==> config.mk <==
export PLATFORM = sky130hd
export DESIGN_NAME = lcd_req_arbiter
export DESIGN_NICKNAME = d
export VERILOG_FILES = /design/src/rtl/lcd_pkg.sv /design/src/rtl/lcd_rr_pick.sv /design/src/rtl/lcd_req_arbiter.sv
export SDC_FILE = /design/constraint.sdc
export NUM_CORES = 1
export LEC_CHECK = 0
export CORE_MARGIN = 5
export CORE_UTILIZATION = 42
export CTS_BUF_LIST = sky130_fd_sc_hd__clkbuf_16
export DETAILED_ROUTE_END_ITERATION = 6
export PLACE_DENSITY = 0.79
export SLEW_MARGIN = 20
export SYNTH_ARGS = -nofsm -noshare
export SYNTH_HDL_FRONTEND = slang
export SYNTH_SLANG_ARGS = --single-unit
export TNS_END_PERCENT = 1
==> constraint.sdc <==
create_clock -name clk -period 2.17 [get_ports clk]
set_input_delay 0.3255 -clock clk [delete_from_list [all_inputs] [get_ports clk]]
set_output_delay 0.3255 -clock clk [all_outputs]
set_load 0.05 [all_outputs]
==> src/rtl/lcd_pkg.sv <==
// Shared LCD command-port definitions: word layout, strobe timing and arbiter states.
package lcd_pkg;

  localparam int LCD_WORD_W        = 10;
  localparam int LCD_RS_BIT        = 9;
  localparam int LCD_RW_BIT        = 8;
  localparam int LCD_STROBE_CYCLES = 50;
  localparam int LCD_HOLD_MARGIN   = 2;

  typedef enum logic [1:0] {
    IDLE  = 2'd0,
    ISSUE = 2'd1,
    HOLD  = 2'd2
  } lcd_state_e;

  function automatic logic [LCD_WORD_W-1:0] lcd_word(input logic rs, input logic rw,
                                                     input logic [7:0] data);
    logic [LCD_WORD_W-1:0] w;
    w             = '0;
    w[LCD_RS_BIT] = rs;
    w[LCD_RW_BIT] = rw;
    w[7:0]        = data;
    return w;
  endfunction

endpackage

==> src/rtl/lcd_rr_pick.sv <==
// Combinational round-robin selector: first set request at or after ptr_i+1, wrapping modulo N_REQ.
module lcd_rr_pick #(
  parameter int N_REQ = 4,
  parameter int IDX_W = $clog2(N_REQ)
) (
  input  logic [N_REQ-1:0] req_i,
  input  logic [IDX_W-1:0] ptr_i,
  output logic             valid_o,
  output logic [IDX_W-1:0] idx_o
);

  int               cand;
  logic [IDX_W-1:0] cand_idx;

  always_comb begin
    valid_o  = 1'b0;
    idx_o    = '0;
    cand     = 0;
    cand_idx = '0;
    for (int k = 0; k < N_REQ; k++) begin
      // ptr_i < N_REQ, so a single subtraction is enough to wrap.
      cand = int'(ptr_i) + 1 + k;
      if (cand >= N_REQ) cand = cand - N_REQ;
      cand_idx = cand[IDX_W-1:0];
      if (!valid_o && req_i[cand_idx]) begin
        valid_o = 1'b1;
        idx_o   = cand_idx;
      end
    end
  end

endmodule

==> src/rtl/lcd_req_arbiter.sv <==
// Round-robin arbiter sharing one LCD controller command port between N_REQ requesters.
// Optional build macro LCD_ARB_PRIO0_EN gives requester 0 strict priority.
module lcd_req_arbiter
  import lcd_pkg::*;
#(
  parameter int N_REQ       = 4,
  parameter int WORD_W      = LCD_WORD_W,
  parameter int HOLD_CYCLES = LCD_STROBE_CYCLES + LCD_HOLD_MARGIN
) (
  input  logic                      clk,
  input  logic                      rst_n,
  input  logic [N_REQ-1:0]          req_i,
  input  logic [N_REQ*WORD_W-1:0]   req_data_i,
  output logic [N_REQ-1:0]          gnt_o,
  input  logic                      lcd_busy_i,
  output logic                      lcd_enable_o,
  output logic [WORD_W-1:0]         lcd_bus_o,
  output logic                      arb_busy_o,
  output logic [$clog2(N_REQ)-1:0]  owner_o
);

  localparam int IDX_W = $clog2(N_REQ);
  localparam int CNT_W = $clog2(HOLD_CYCLES + 1);

  // Handshake: a requester raises req_i and keeps it high until it sees its one-cycle
  // gnt_o pulse; the arbiter asserts lcd_enable_o until lcd_busy_i reports acceptance.
  lcd_state_e        state_q, state_d;
  logic [IDX_W-1:0]  ptr_q, ptr_d;
  logic [IDX_W-1:0]  owner_q, owner_d;
  logic [CNT_W-1:0]  cnt_q, cnt_d;
  logic [WORD_W-1:0] bus_q, bus_d;
  logic              en_q, en_d;
  logic [N_REQ-1:0]  gnt_q, gnt_d;

  logic [N_REQ-1:0]  rr_req;
  logic              rr_valid;
  logic [IDX_W-1:0]  rr_idx;
  logic              sel_valid;
  logic [IDX_W-1:0]  sel_idx;

`ifdef LCD_ARB_PRIO0_EN
  // Requester 0 bypasses the rotation; the rest rotate among themselves.
  assign rr_req    = {req_i[N_REQ-1:1], 1'b0};
  assign sel_valid = req_i[0] | rr_valid;
  assign sel_idx   = req_i[0] ? '0 : rr_idx;
`else
  assign rr_req    = req_i;
  assign sel_valid = rr_valid;
  assign sel_idx   = rr_idx;
`endif

  lcd_rr_pick #(
    .N_REQ (N_REQ),
    .IDX_W (IDX_W)
  ) u_pick (
    .req_i   (rr_req),
    .ptr_i   (ptr_q),
    .valid_o (rr_valid),
    .idx_o   (rr_idx)
  );

  always_comb begin
    state_d = state_q;
    ptr_d   = ptr_q;
    owner_d = owner_q;
    cnt_d   = cnt_q;
    bus_d   = bus_q;
    en_d    = en_q;
    gnt_d   = '0;
    case (state_q)
      IDLE: begin
        en_d = 1'b0;
        if (sel_valid && !lcd_busy_i) begin
          owner_d = sel_idx;
          bus_d   = req_data_i[sel_idx*WORD_W +: WORD_W];
          en_d    = 1'b1;
          state_d = ISSUE;
        end
      end
      ISSUE: begin
        en_d = 1'b1;
        if (lcd_busy_i) begin
          gnt_d   = N_REQ'(1) << owner_q;
          en_d    = 1'b0;
          cnt_d   = CNT_W'(HOLD_CYCLES - 1);
          state_d = HOLD;
`ifdef LCD_ARB_PRIO0_EN
          if (owner_q != '0) ptr_d = owner_q;
`else
          ptr_d = owner_q;
`endif
        end
      end
      HOLD: begin
        en_d = 1'b0;
        // The controller's busy is already low while its strobe window runs; wait it out.
        if (cnt_q == '0) begin
          state_d = IDLE;
        end else begin
          cnt_d = cnt_q - 1'b1;
        end
      end
      default: begin
        en_d    = 1'b0;
        state_d = IDLE;
      end
    endcase
  end

  always_ff @(posedge clk or negedge rst_n) begin
    if (!rst_n) begin
      state_q <= IDLE;
      ptr_q   <= IDX_W'(N_REQ - 1);
      owner_q <= '0;
      cnt_q   <= '0;
      bus_q   <= '0;
      en_q    <= 1'b0;
      gnt_q   <= '0;
    end else begin
      state_q <= state_d;
      ptr_q   <= ptr_d;
      owner_q <= owner_d;
      cnt_q   <= cnt_d;
      bus_q   <= bus_d;
      en_q    <= en_d;
      gnt_q   <= gnt_d;
    end
  end

  assign gnt_o        = gnt_q;
  assign lcd_enable_o = en_q;
  assign lcd_bus_o    = bus_q;
  assign owner_o      = owner_q;
  assign arb_busy_o   = (state_q != IDLE);

endmodule

==> reports/metrics.csv <==
stage;metric;value;unit
place;port_buffers;64;
clocking;cts_root_buf;clkbuf_16;
synthesis;synth_edf_count;0;
final_layout;n_antenna_cell;0;
synthesis;synth_top_family_by_area;simple AND/OR/NAND/NOR gates;
floorplanning;initial_core_util;42.7;%
worst_setup_path;start_kind;flip-flop;
drt;detail_route.iter0.violations;65;
grt;grt_use_total;17.3;%
clocking;cts_resized;0;
place;dp_slack;-0.0921;ns
sta;fin_skew;0.00195;ns
floorplanning;die_height;70.6;um
synthesis;ys.flop_type;dfrtp_1;
floorplanning;core-area;0.00361;mm2
grt;grt_overflow_total;0;
clocking;cts_sinks;27;
drt;antenna_left;0;
synthesis;syn_area_per_cell;9.63;um2
synthesis;synth_top_area_share;40.6;%
synthesis;ys_top_cells_by_area;dfrtp_1 (41%), mux2_2 (7.3%), mux2i_1 (7.1%);
sta;tightest_slew;0.653;ns
synthesis;async_reset_ff_share;100;%
worst_setup_path;worst-setup-path-type;flip-flop to primary output;
clocking;clk_pin_slew_worst_paths;0.07;ns
floorplanning;die_area;0.00498;mm2
floorplanning;rows;22;
floorplanning;die_x;70.6;um
worst_setup_path;crit_arrival;1.70;ns
final_layout;final_nets;278;
sta;finalCritPeriodShare;93.4;%
synthesis;syn_nets;209;
worst_setup_path;endpoint_kind;primary output;
clocking;cts_hold_buf;0;
synthesis;ys_types;31;
synthesis;yosys.area.top_type;dfrtp_1;
synthesis;yosys.cell_count.top_type;dfrtp_1;
grt;grt_pass1_wl;7000;um
drt;drc;0;
drt;wirelength;4200;um
synthesis;synthAdderAreaFrac;1.62;%
worst_setup_path;cp.required;1.84;ns
power;leakage;0.965;nW
grt;grt_max_degree;28;
synthesis;syn_area;0.00154;mm2
power;p_per_area;1210;mW/mm2
sta;finalCriticalPeriod;2.03;ns
worst_setup_path;critPathMaxStageDelay;0.70;ns
final_layout;syn_to_final_growth;52.9;%
place;hpwlAfterDp;2970;um
clocking;htree_levels;1;
outcome;outcome;complete, no violations;
final_layout;drive_gt1_share;14.5;%
final_layout;n_fill_cell;297;
drt;viasPerCell;5.13;
clocking;clockBufferDepth;2;
drt;routedWlPerCell;15.2;um
clocking;cts_tree;yes;
synthesis;synth_seq_cells;27;
synthesis;yosys.area_share.simple;22.1;%
final_layout;stdcell_area;0.00235;mm2
worst_setup_path;ff2ff_path_depth;5;
worst_setup_path;cp_slowest_cell;clkdlybuf4s50_1;
sta;maxSlewViolCount;0;
sta;setup_slack;0.143;ns
worst_setup_path;crit_path_cell_trace;or2_2, clkdlybuf4s50_1;
clocking;postCtsSetupBuffers;0;
job;max_cap_viol_count;0;
synthesis;synthMuxAreaShare;14.5;%
sta;rsz0062_at_grt;no;
synthesis;ys_warn_count;0;
worst_setup_path;crit-reg2reg-launch;state_q[0];
worst_setup_path;r2r_end;lcd_bus_o[2];
synthesis;synth_compound_area_share;11.6;%
clocking;clk_latency;0.26;ns
clocking;cts_inserted_buffers;3;
final_layout;final_core_util;65.3;%
grt;grt_pass1_vias;1489;
worst_setup_path;r2r_slack;0.21;ns
sta;max_slew_margin;56.4;%
sta;max_freq;0.493;GHz
place;gp_congestion;0.770;
synthesis;synth_common_cells;dfrtp_1 (25), nand2_1 (21), nand3_1 (21);
place;placed_area;0.00227;mm2
grt;grt_antenna_before_repair;0;
power;ir_worst_vdd;0.000965;V
sta;hold_violations;0;
synthesis;synthCells;160;
drt;num_vias;1415;
floorplanning;io_pins;65;
worst_setup_path;worstPathMaxFanout;6;
synthesis;yosys.area_share.xor_xnor;1.71;%
synthesis;ys_seq_area_share;44.0;%
drt;drt_pass1_iterations;6;
sta;finalSetupViolCount;0;
min_path;hold_path_class;input pin to asynchronous set/reset pin;
==> state kept, by name, summed over array words and instances, names as in the netlist <==
signal	cells
lcd_bus_o	10
cnt_q	6
gnt_o	4
owner_o	2
ptr_q	2
state_q	2
lcd_enable_o	1
==> per-layer routing <==
metal	share of wire [%]	GRT usage (%)	wire, um	up-vias
met3	5.6	2.98	237	6
met5	0	0	0	-
met2	51	30.6	2140	44
met1	42	21.0	1760	659
met4	1.7	6.26	72	0
li1	-	-	-	706
==> cells in the final DEF (no fill, tap or decap) <==
master,instances
clkdlybuf4s50_1,64
dfrtp_1,25
nand3_1,21
nand2_1,21
mux2i_1,11
o211ai_1,11
mux2_2,10
nor2_1,8
buf_4,8
inv_1,5
nor3_1,5
or2_2,4
a21oi_1,3
o21ai_0,3
xor2_1,3
clkbuf_16,3
and3_1,2
nor2b_1,2
ha_1,2
dfstp_2,2
nor3b_1,1
or4_1,1
a311oi_4,1
and3b_1,1
o31ai_2,1
o21ai_2,1
nor4_1,1
o31ai_1,1
or3b_1,1
nand2b_1,1
o22ai_1,1
a21oi_2,1
and2_1,1
clkinv_2,1
buf_12,1
==> layout make-up <==
cell class / count / area (um2) / share of cell area, %
Clock inverter: 1 / 5.00 / 0.213
Timing Repair Buffer: 73 / 721 / 30.6
Multi-Input combinational cell: 119 / 797 / 33.8
Inverter: 5 / 18.8 / 0.797
Clock buffer: 3 / 75.1 / 3.19
Sequential cell: 27 / 678 / 28.8
Tap cell: 48 / 60.1 / 2.55
==> worst max-delay path by stage <==
stage	from	endpoint	slack, ns
5_1_grt	state_q[0]	lcd_bus_o[4]	0.02
2_1_floorplan	ptr_q[1]	lcd_bus_o[1]	0.43
4_1_cts	state_q[0]	arb_busy_o	0.14
3_5_place_dp	req_i[0]	lcd_bus_o[4]	-0.09
6_report	state_q[0]	arb_busy_o	0.14
3_3_place_gp	req_i[0]	lcd_bus_o[2]	-0.03
==> metrics by stage <==
step / hold slack, ns / total power, mW / std cells / setup TNS [ns]
4_1_cts: 0.449 / 2.88 / 276 / 0
6_report: 0.437 / 2.86 / 276 / 0
3_3_place_gp: 0.464 / 2.41 / 272 / -0.264
2_1_floorplan: 0.0299 / 1.90 / 160 / 0
3_5_place_dp: 0.473 / 2.44 / 272 / -0.681
5_1_grt: 0.464 / 3.04 / 276 / 0
==> critical path, delay by kind of cell, from the launching register on <==
kind / cells / cell delay, ns
buffers and inverters: 1 / 0.70
and+or+nand+nor: 1 / 0.30
DFF: 1 / 0.45
==> where the power goes <==
group / internal [mW] / leakage (nW) / switching (mW)
sequential: 0.704 / 0.329 / 0.173
clock: 0.248 / 0.0409 / 0.168
combinational: 0.624 / 0.596 / 0.940
total: 1.58 / 0.965 / 1.28
==> kinds of logic after synthesis <==
| family | after synthesis |
|---|---|
| simple gates | 70 |
| flops | 27 |
| compound gates | 23 |
| mux | 21 |
| buf+inv | 14 |
| xor+xnor | 3 |
| fa+ha+maj | 2 |
No activity file was read; power rests on OpenSTA's default activity.
==> RTL edit: new RTL, same flow settings <==
Reset style: synchronous (`rst_n`), changed in one clocked block.
--- a/src/rtl/lcd_req_arbiter.sv
+++ b/src/rtl/lcd_req_arbiter.sv
@@ -107,7 +107,7 @@
     endcase
   end
 
-  always_ff @(posedge clk or negedge rst_n) begin
+  always_ff @(posedge clk) begin
     if (!rst_n) begin
       state_q <= IDLE;
       ptr_q   <= IDX_W'(N_REQ - 1);
Formal check against the unedited RTL: differs if rst_n is asserted again (counterexample within 4 cycles, from zero or initial values and one cycle with rst_n low); with rst_n held inactive, the same outputs for 10 cycles.
==> RTL edit against the original RTL <==
Final area fell by 8.7%. Via count shrank 6.7%. Worst setup slack improved by 180 ps. Sequential share of layout area is 3.7 points lower. Final cell count down 8.0%. Synthesized area down 11%. Die area down 9.3%. Sequential cell count did not move. Core utilization up 4.0 points. Wire length fell by 9.5%. Critical path type unchanged.
Power is not compared: it rests on default switching activity, and its combinational part moved more than twofold at a synthesized area within 25%.
==> RTL edit: results <==
group,metric,value,unit
detailed_routing,drt-met1-wl,1530,µm
yosys,yosysUniqueCellTypes,32,
clock_tree,clock_latency,270,ps
place,globalplace.congestion,0.764,
worst_setup_path,worstPathArrival,1520,ps
yosys,syn-num-nets,191,
finish,largest_reg_flops,10,
yosys,netlist_top_cells_area,"dfxtp_1 39%, mux2i_1 15%, o221ai_1 6.4%",
detailed_routing,vias,1320,
grt,met1_usage,19.7,%
grt,use_met3,2.16,%
grt,grt_pass1_wl,5860,µm
detailed_routing,wl_per_cell,15.0,µm
finish,nets,260,
detailed_routing,drt_iter0_markers,28,
sta,worstMarginPinSlew,520,ps
worst_setup_path,reg2reg_from,"ptr_q[1]",
grt,grt_pass1_vias,1348,
place,dpl-instance-area,0.00207,mm²
detailed_routing,route.met2.wl,2020,µm
worst_setup_path,startpoint,"owner_o[0]",
yosys,async_flop_share,0,%
place,dp_hpwl,3030,µm
yosys,synth_commonest_cells,"27 x dfxtp_1, 21 x mux2i_1, 15 x nand2_1",
worst_setup_path,path_max_fanout,5,
min_path,hp-class,"reg -> reg",
grt,grt_use_met2,30.2,%
outcome,run_status,"finished, final reports clean",
grt,grt_max_degree,20,
grt,grtUsageTotal,17.2,%
clock_tree,post_cts_resized,0,
detailed_routing,met3_length,123,µm
sta,skew,1.69,ps
finish,drive_gt1_share,9.52,%
-- RTL edit: changes by cell type in the layout (fill, tap and decap cells not counted), sizes merged, moves of 4 or more --
cell	delta
or2	-4
o221ai	+10
nand2	-5
dfrtp	-25
dfxtp	+27
nand3	-19
mux2	-9
o211ai	-8
mux2i	+10
inv	+5
-- RTL edit: stage by stage --
step                util (%)  hold slack [ps]  setup WS (ps)  std cells
finish                  69.3              469            325        254
detailed placement      66.7              448           86.0        250
CTS                     69.3              469            319        254
global placement        66.7              444            121        250
floorplan                  -              414            714        142
global route            69.3              479            182        254
-- RTL edit: worst paths after layout --
path                  endpoint  slack [ps]  cells after the start
hold / removal    lcd_bus_o[1]         470                      2
hold reg to reg   lcd_bus_o[1]         470                      2
setup reg to reg  lcd_bus_o[9]         520                      6
setup / recovery    owner_o[0]         320                      1
-- RTL edit: area by class of cell --
cell class | count | area (µm²)
clock inverter | 1 | 7.51
inverter | 10 | 37.5
fill | 254 | 952
timing repair buffer | 69 | 688
sequential | 27 | 541
clock buffer | 3 | 75.1
tap | 44 | 55.1
multi-input combinational | 100 | 747
-- RTL edit: cell families (layout without fill, tap and decap cells) --
kind of cell / after synthesis / after routing / synth area share, %
AO/OA/AOI/OAI: 29 / 29 / 16.9
flip-flops: 27 / 27 / 39.3
buffers and inverters: 15 / 83 / 6.28
multiplexers: 22 / 22 / 16.1
AND/OR/NAND/NOR: 43 / 43 / 16.9
adder cells (fa/ha/maj): 2 / 2 / 1.82
XOR/XNOR: 4 / 4 / 2.55
-- RTL edit: worst register-to-register path, stage by stage, from the launching register on --
cell,delay [ps]
dfxtp_1,450
a21oi_1,100
a31o_1,200
o22ai_2,190
buf_12,220
mux2i_1,230
o221ai_1,140
